$ cat config.mk
export PLATFORM = sky130hd
export DESIGN_NAME = fft_bfly_pipe
export DESIGN_NICKNAME = d
export VERILOG_FILES = /design/src/rtl/fft_bfly_pipe.sv
export SDC_FILE = /design/constraint.sdc
export NUM_CORES = 2
export LEC_CHECK = 0
export CORE_MARGIN = 3
export CORE_UTILIZATION = 35
export DETAILED_ROUTE_END_ITERATION = 10
export PLACE_DENSITY = 0.54
export REMOVE_ABC_BUFFERS = 1
export SLEW_MARGIN = 10
export SYNTH_ARGS = -nofsm -noshare
export SYNTH_HDL_FRONTEND = slang
export SYNTH_SLANG_ARGS = --single-unit
$ cat constraint.sdc
create_clock -name clk -period 9.4 [get_ports clk]
set_input_delay 1.88 -clock clk [delete_from_list [all_inputs] [get_ports clk]]
set_output_delay 1.88 -clock clk [all_outputs]
set_load 0.01 [all_outputs]
$ cat src/rtl/fft_bfly_pipe.sv
// fft_bfly_pipe: 3-stage radix-2 complex butterfly (DIT/DIF) with valid/ready stall, rounding and saturation.
module fft_bfly_pipe #(
    parameter int DATA_INP_WD = 16,
    parameter int DATA_OUT_WD = 16,
    parameter int WN_WD       = 16,
    parameter int WN_FRA_WD   = 14
) (
    input  logic                     clk,
    input  logic                     rstn,
    input  logic                     in_val_i,
    output logic                     in_rdy_o,
    input  logic [2*DATA_INP_WD-1:0] fft_dat1_i,
    input  logic [2*DATA_INP_WD-1:0] fft_dat2_i,
    input  logic [2*WN_WD-1:0]       fft_wn_i,
    input  logic                     mode_i,
    input  logic                     scale_i,
    input  logic                     rnd_i,
    output logic                     out_val_o,
    input  logic                     out_rdy_i,
    output logic [2*DATA_OUT_WD-1:0] fft_dat1_o,
    output logic [2*DATA_OUT_WD-1:0] fft_dat2_o,
    output logic                     ovf_o,
    input  logic                     clr_ovf_i
);
    localparam int XW     = DATA_INP_WD + 1;
    localparam int PW     = XW + WN_WD;
    localparam int ACC_WD = DATA_INP_WD + WN_WD + 2;
    localparam logic signed [ACC_WD-1:0] ZERO = '0;
    localparam logic signed [ACC_WD-1:0] RND0 = ACC_WD'(1) << (WN_FRA_WD - 1);
    localparam logic signed [ACC_WD-1:0] RND1 = ACC_WD'(1) << WN_FRA_WD;
    localparam logic signed [ACC_WD-1:0] MAXV = {{(ACC_WD-DATA_OUT_WD+1){1'b0}}, {(DATA_OUT_WD-1){1'b1}}};
    localparam logic signed [ACC_WD-1:0] MINV = ~MAXV;

    function automatic logic [DATA_OUT_WD:0] fin(input logic signed [ACC_WD-1:0] v, input logic sc, input logic rn);
        logic signed [ACC_WD-1:0] s;
        s = v + (rn ? (sc ? RND1 : RND0) : ZERO);
        s = sc ? s >>> (WN_FRA_WD + 1) : s >>> WN_FRA_WD;
        return s > MAXV ? {1'b1, MAXV[DATA_OUT_WD-1:0]} :
               s < MINV ? {1'b1, MINV[DATA_OUT_WD-1:0]} : {1'b0, s[DATA_OUT_WD-1:0]};
    endfunction

    logic en;
    logic signed [DATA_INP_WD-1:0] ar, ai, br, bi;
    logic signed [WN_WD-1:0]       wr, wi;
    logic                          v1, m1, sc1, rn1;
    logic signed [XW-1:0]          pr1, pi1, xr1, xi1;
    logic signed [WN_WD-1:0]       wr1, wi1;
    logic                          v2, m2, sc2, rn2;
    logic signed [XW-1:0]          pr2, pi2;
    logic signed [PW-1:0]          rr2, ii2, ri2, ir2;
    logic signed [ACC_WD-1:0]      pre, pie, mre, mim, v1r, v1i, v2r, v2i;
    logic [DATA_OUT_WD:0]          f1r, f1i, f2r, f2i;

    assign en       = ~out_val_o | out_rdy_i;
    assign in_rdy_o = en;
    assign {ar, ai} = fft_dat1_i;
    assign {br, bi} = fft_dat2_i;
    assign {wr, wi} = fft_wn_i;

    // DIF folds a+b / a-b into capture so S2 always multiplies x = (DIT ? b : a-b) by w
    always_ff @(posedge clk or negedge rstn) begin
        if (!rstn) begin
            {v1, m1, sc1, rn1} <= '0;
            {pr1, pi1, xr1, xi1, wr1, wi1} <= '0;
        end else if (en) begin
            v1  <= in_val_i;
            m1  <= mode_i;
            sc1 <= scale_i;
            rn1 <= rnd_i;
            pr1 <= mode_i ? XW'(ar) + XW'(br) : XW'(ar);
            pi1 <= mode_i ? XW'(ai) + XW'(bi) : XW'(ai);
            xr1 <= mode_i ? XW'(ar) - XW'(br) : XW'(br);
            xi1 <= mode_i ? XW'(ai) - XW'(bi) : XW'(bi);
            wr1 <= wr;
            wi1 <= wi;
        end
    end

    always_ff @(posedge clk or negedge rstn) begin
        if (!rstn) begin
            {v2, m2, sc2, rn2} <= '0;
            {pr2, pi2, rr2, ii2, ri2, ir2} <= '0;
        end else if (en) begin
            v2  <= v1;
            m2  <= m1;
            sc2 <= sc1;
            rn2 <= rn1;
            pr2 <= pr1;
            pi2 <= pi1;
            rr2 <= PW'(xr1) * PW'(wr1);
            ii2 <= PW'(xi1) * PW'(wi1);
            ri2 <= PW'(xr1) * PW'(wi1);
            ir2 <= PW'(xi1) * PW'(wr1);
        end
    end

    assign pre = ACC_WD'(pr2) <<< WN_FRA_WD;
    assign pie = ACC_WD'(pi2) <<< WN_FRA_WD;
    assign mre = ACC_WD'(rr2) - ACC_WD'(ii2);
    assign mim = ACC_WD'(ri2) + ACC_WD'(ir2);
    assign v1r = m2 ? pre : pre + mre;
    assign v1i = m2 ? pie : pie + mim;
    assign v2r = m2 ? mre : pre - mre;
    assign v2i = m2 ? mim : pie - mim;
    assign f1r = fin(v1r, sc2, rn2);
    assign f1i = fin(v1i, sc2, rn2);
    assign f2r = fin(v2r, sc2, rn2);
    assign f2i = fin(v2i, sc2, rn2);

    always_ff @(posedge clk or negedge rstn) begin
        if (!rstn) begin
            out_val_o  <= 1'b0;
            fft_dat1_o <= '0;
            fft_dat2_o <= '0;
            ovf_o      <= 1'b0;
        end else begin
            if (en) begin
                out_val_o  <= v2;
                fft_dat1_o <= {f1r[DATA_OUT_WD-1:0], f1i[DATA_OUT_WD-1:0]};
                fft_dat2_o <= {f2r[DATA_OUT_WD-1:0], f2i[DATA_OUT_WD-1:0]};
            end
            ovf_o <= (en & v2 & (f1r[DATA_OUT_WD] | f1i[DATA_OUT_WD] | f2r[DATA_OUT_WD] | f2i[DATA_OUT_WD]))
                   | (ovf_o & ~clr_ovf_i);
        end
    end
endmodule

# Word level (Yosys, flattened, before mapping)
# Cells that the tools add are included.
[totals]
regBits = 340
input_bits = 104
out_inout_bits = 67
word_cells = 82
[op_classes]
add_sub_neg = 14
multipliers = 4
order_cmp = 8
muxes = 22
bitwise = 10
[op_table]
columns = ["op", "n"]
rows = [
  ["17-bit 2-to-1 mux", 12],
  ["34-bit by 16-bit adder with 34-bit output", 4],
  ["34-bit 2-to-1 mux", 4],
  ["17-bit by 16-bit multiplier with 33-bit output", 4],
  ["20-bit by 16-bit > comparator with 1-bit output, second input constant", 4],
  ["20-bit by 16-bit < comparator with 1-bit output, second input constant", 4],
  ["19-bit 2-to-1 mux", 4],
  ["31-bit by 34-bit adder with 34-bit output", 2],
  ["31-bit by 34-bit subtractor with 34-bit output", 2],
  ["16-bit by 16-bit adder with 17-bit output", 2],
  ["33-bit by 33-bit adder with 34-bit output", 1],
  ["16-bit by 16-bit subtractor with 17-bit output", 2],
  ["33-bit by 33-bit subtractor with 34-bit output", 1],
  ["15-bit 2-to-1 mux", 2],
  ["1-bit OR", 5],
  ["1-bit bitwise AND", 3],
  ["1-bit inverter", 2],
]

# Depth between registers and ports, before layout
[depth]
depth_word = 13
mapped_depth = 33
mapped_depth_nobuf = 31

# Worst setup path before layout
# No wires, ideal clock.
[synth_timing]
path_type = "flip-flop to flip-flop"
start = "register wi1[4]"
end = "register ri2[31]"
setup_time_ps = 133
arrival_time_ps = 6813
t_required_ps = 9267
slack_ps = 2454
path_stages_with_launch = 28
path_buffers = 2
period_less_slack_ps = 6946
cell_sequence = "dfrtp_1 -> clkbuf_1 -> clkbuf_1 -> nand2_1 -> fa_1 -> inv_1 -> fa_1 -> inv_1 -> fa_1 -> fa_1 -> inv_1 -> fa_1 -> inv_1 -> fa_1 -> inv_1 -> ha_1 -> inv_1 -> o21bai_1 -> a21oi_1 -> o21ai_0 -> a21bo_2 -> o311a_1 -> o41a_1 -> a221o_1 -> or4_1 -> a31oi_1 -> xor2_1 -> o21ai_0"
[synth_via]
elab_chain_len = 1
[synth_lines]
columns = ["element", "line", "source"]
rows = [
  ["start, declared", "47", "logic signed [WN_WD-1:0] wr1, wi1;"],
  ["start signal, assigned", "75", "wi1 <= wi;"],
  ["17-bit by 16-bit multiplier with 33-bit output", "92", "ri2 <= PW'(xr1) * PW'(wi1);"],
  ["end signal, assigned", "92", ""],
  ["end, declared", "50", "logic signed [PW-1:0] rr2, ii2, ri2, ir2;"],
]
# Every way passes these cells.
# A chain may end at the register's enable or synchronous reset.

# Worst setup path after layout
[layout_timing]
start = "register rr2[0]"
end = "register ovf_o"
[layout_via]
elab_chain_len = 13
elab_cells_between_ends = 22
cone_classes = "add/sub (5); order compare (4); mux (8); bitwise (5)"
[layout_lines]
columns = ["element", "line", "source"]
rows = [
  ["start, declared", "50", ""],
  ["start signal, assigned", "90", "rr2 <= PW'(xr1) * PW'(wr1);"],
  ["33-bit by 33-bit subtractor with 34-bit output (*)", "99", "assign mre = ACC_WD'(rr2) - ACC_WD'(ii2);"],
  ["31-bit by 34-bit adder with 34-bit output", "101", "assign v1r = m2 ? pre : pre + mre;"],
  ["34-bit 2-to-1 mux", "101", ""],
  ["34-bit by 16-bit adder with 34-bit output", "36", "s = v + (rn ? (sc ? RND1 : RND0) : ZERO);"],
  ["19-bit 2-to-1 mux", "37", "s = sc ? s >>> (WN_FRA_WD + 1) : s >>> WN_FRA_WD;"],
  ["20-bit by 16-bit < comparator with 1-bit output", "39", "s < MINV ? {1'b1, MINV[DATA_OUT_WD-1:0]} : {1'b0, s[DATA_OUT_WD-1:0]};"],
  ["17-bit 2-to-1 mux", "39", ""],
  ["17-bit 2-to-1 mux", "38", "return s > MAXV ? {1'b1, MAXV[DATA_OUT_WD-1:0]} :"],
  ["1-bit OR", "122", "ovf_o <= (en & v2 & (f1r[DATA_OUT_WD] | f1i[DATA_OUT_WD] | f2r[DATA_OUT_WD] | f2i[DATA_OUT_WD]))"],
  ["1-bit OR (*) (2 in series)", "122", ""],
  ["1-bit bitwise AND (*)", "122", ""],
  ["1-bit OR (*)", "123", "| (ovf_o & ~clr_ovf_i);"],
  ["end signal, assigned", "122", ""],
  ["end, declared", "22", "output logic ovf_o,"],
]
# Every way passes the cells marked *; elsewhere a longest branch is shown, timed or not.

==> impl_results.md <==
- Largest cells by area after synthesis: fa_1 (33%), dfrtp_1 (12%), ha_1 (10%), inv_1 (7.8%), nand2_1 (6.5%)
- Count leader, synth: inv_1
- Max-Cap Viols: 0
- M3 GR Usage: 2.55%
- DRC errors left: 0
- Post_cts resized: 0
- Worst-path clk slew: 0.06 ns
- Postcts setup bufs: 0
- DP Area: ~0.073 sq mm
- Area Overhead vs Synth: 8.85%
- Busiest grt layer: met2
- First-pass DRT Iterations: 6
- Minimum clock period: 8.07 ns
- # IOs: 171
- PortBufs: 170
- Syn_area_per_cell: 8.48 sq um
- TritonCTS clock tree: yes
- Max transition margin: 17.5%
- Met1 Track Usage GR: between 20 and 30%
- Clk buf depth: 3
- CTS Buf Count: 49
- DR iter-0 viols: around 3200
- RSZ-0062 raised after global routing: no
- H-tree levels: 2
- Clock tree sinks: 340
- Hold Vio Cnt, Final: 0
- Critical path arrival: 8.58 ns
- EDFF count, synth: 0
- DRT Wirelength: 206000 um
- FFs w/ async S/R, synth: 100%
- Skew-Pair Late Insertion Delay: ~0.67 ns
- Fin crit share: a little under nine tenths
- Post-Syn Area: 0.0683 sq mm
- Layout cells sized above 1: 3.90%
- Antenna Nets Post-Route: 0
- Status: finished clean
- Fin. max-slew vios: 0
- Worst Max-Slew Pin Slew: 1.24 ns
- CP Launch Type: flip-flop
- First-pass GRT wire length: 330000 um
- CP Data Required Time: 9.91 ns
- Core area: 0.193 sq mm
- # hold bufs at CTS: 0
- Post-Syn Instances: 8059
- Post-layout nets: 9776
- Sequential area share after synthesis: roughly an eighth
- Hold WC Path Type: flip-flop to flip-flop
- GRT overflow: 0
- GRT Total Usage: between 20% and 30%
- Crit path capture type: flip-flop
- Met2 GRT Util: 36.1%
- Max Clk Rate: 124 MHz
- Vias in the first global route: around 57000
- Final HPWL DP: 166000 um
- Largest net degree at the start of global routing: roughly 170
- Ys flop type: dfrtp_1
- Top post-synthesis cells by count: inv_1 (1421), nand2_1 (1179), fa_1 (1116)
- Crit path largest cell delay: 0.62 ns
- Initial antenna violation count: 20
- Via/cell ratio: 5.09
- Critical path type: flip-flop to flip-flop
- Cell taking the most area after synthesis: fa_1
- Detailed-route wire length per cell: 19.5 um
- Yosys reg bits: 340
- Crit-path slowest cell: o31ai_1
- Final instance area: 0.0744 sq mm
- Setup violators final: 0
- Root buf cell: clkbuf_16
- Starting Density: between 30% and 40%
- Final core utilization: 38.5%
- RePlAce Congestion: about 0.88
- Library cells used by synthesis: 107
- Via Count: 53900
- Die area: around 0.2 sq mm
- Yosys top cell area share: 32.7%
- Hold Worst Slack: 0.465 ns
- Fin Clk Skew: 0.0267 ns
- Die Ht: 448 um
- DIE WIDTH: 448 um
- YS warnings: 0
- Site Rows: approximately 160
- Critical path peak fanout: 16
## registers in the layout, summed over array words and instances (netlist names), 16 cells and up
register	flops
ii2	33
ir2	33
ri2	33
rr2	33
fft_dat1_o	32
fft_dat2_o	32
pi1	17
pi2	17
pr1	17
pr2	17
xi1	17
xr1	17
wi1	16
wr1	16
## area by class of cell
class | count | area (sq um)
clock buffers | 63 | 1370
diodes | 9 | 22.5
repair buffers | 287 | 2630
inverters | 1423 | 5350
clock inverters | 28 | 352
well taps | 2526 | 3160
multi-input cells | 5904 | 53000
fillers | 19700 | 119000
flip-flops and latches | 340 | 8520
## logic make-up (layout without fill, tap and decap cells)
family,Yosys count,in the layout,synth area share [%]
mux,69,69,1.03
buf+inv,1815,1801,10.1
xor+xnor,291,291,3.77
other cells,0,9,0
simple gates,2592,2592,17.9
fa+ha+maj,1667,1667,42.8
flops,340,340,12.5
compound gates,1285,1285,12.0
## path summary, 6_finish.rpt
check | startpoint | end | slack, ns | cells after the start
max reg2reg | rr2[0]$_DFFE_PN0N_ | ovf_o$_DFF_PN0_ | 1.33 | 29
min in group asynchronous | rstn | wr1[2]$_DFFE_PN0N_ | 1.26 | 1
min | fft_dat1_o[24]$_DFFE_PN0N_ | fft_dat1_o[24]$_DFFE_PN0N_ | 0.47 | 2
min reg2reg | fft_dat1_o[24]$_DFFE_PN0N_ | fft_dat1_o[24]$_DFFE_PN0N_ | 0.47 | 2
max | rr2[0]$_DFFE_PN0N_ | ovf_o$_DFF_PN0_ | 1.33 | 29
max in group asynchronous | rstn | fft_dat1_o[15]$_DFFE_PN0N_ | 6.71 | 2
## cells in the final DEF, fill, tap and decap left out, types with 24 or more instances in the layout
master and n:
nor2b_1 44, nand2_1 1179, and3_1 43, a21oi_1 407, o211ai_1 27, and2_1 419, nor3_1 110, o31ai_1 34
ha_1 551, clkdlybuf4s50_1 168, a31oi_1 49, o21ai_0 303, nand4_1 24, clkbuf_16 50, a21o_1 96, nor2_1 426
dfrtp_1 334, o21a_1 44, a211oi_1 47, mux2i_1 56, xnor2_1 196, o21bai_1 54, nand3_1 81, fa_1 1116
or3_1 26, buf_4 113, nand2b_1 117, inv_1 1419, xor2_1 93
## per-stage QoR
step / instances / setup WS, ns / TNS [ns]
2_1_floorplan: 7667 / -15.66 / -3771.46
5_1_grt: 10600 / 0.537 / 0
6_report: 10600 / 1.33 / 0
3_5_place_dp: 10500 / 1.39 / 0
3_3_place_gp: 10500 / 1.55 / 0
4_1_cts: 10600 / 1.34 / 0
## layer usage
layer | wire (um) | vias to the layer above
met1 | 90100 | 27200
met4 | 7010 | 12
met5 | 76 | -
li1 | - | 25300
met2 | 99200 | 1170
met3 | 9820 | 243
## critical path: cells and delay by family, from the launching register on
family | cells | cell delay (ns)
adders and majority gates | 3 | 1.07
AOI/OAI and AO/OA | 11 | 3.05
buffers and inverters | 3 | 0.22
and+or+nand+nor | 10 | 2.62
xor gates and xnor gates | 2 | 0.59
DFF | 1 | 0.35
Power is left out: the tool's default activity adds up to more than one toggle a clock period on the data nets, which glitch-free logic cannot reach.
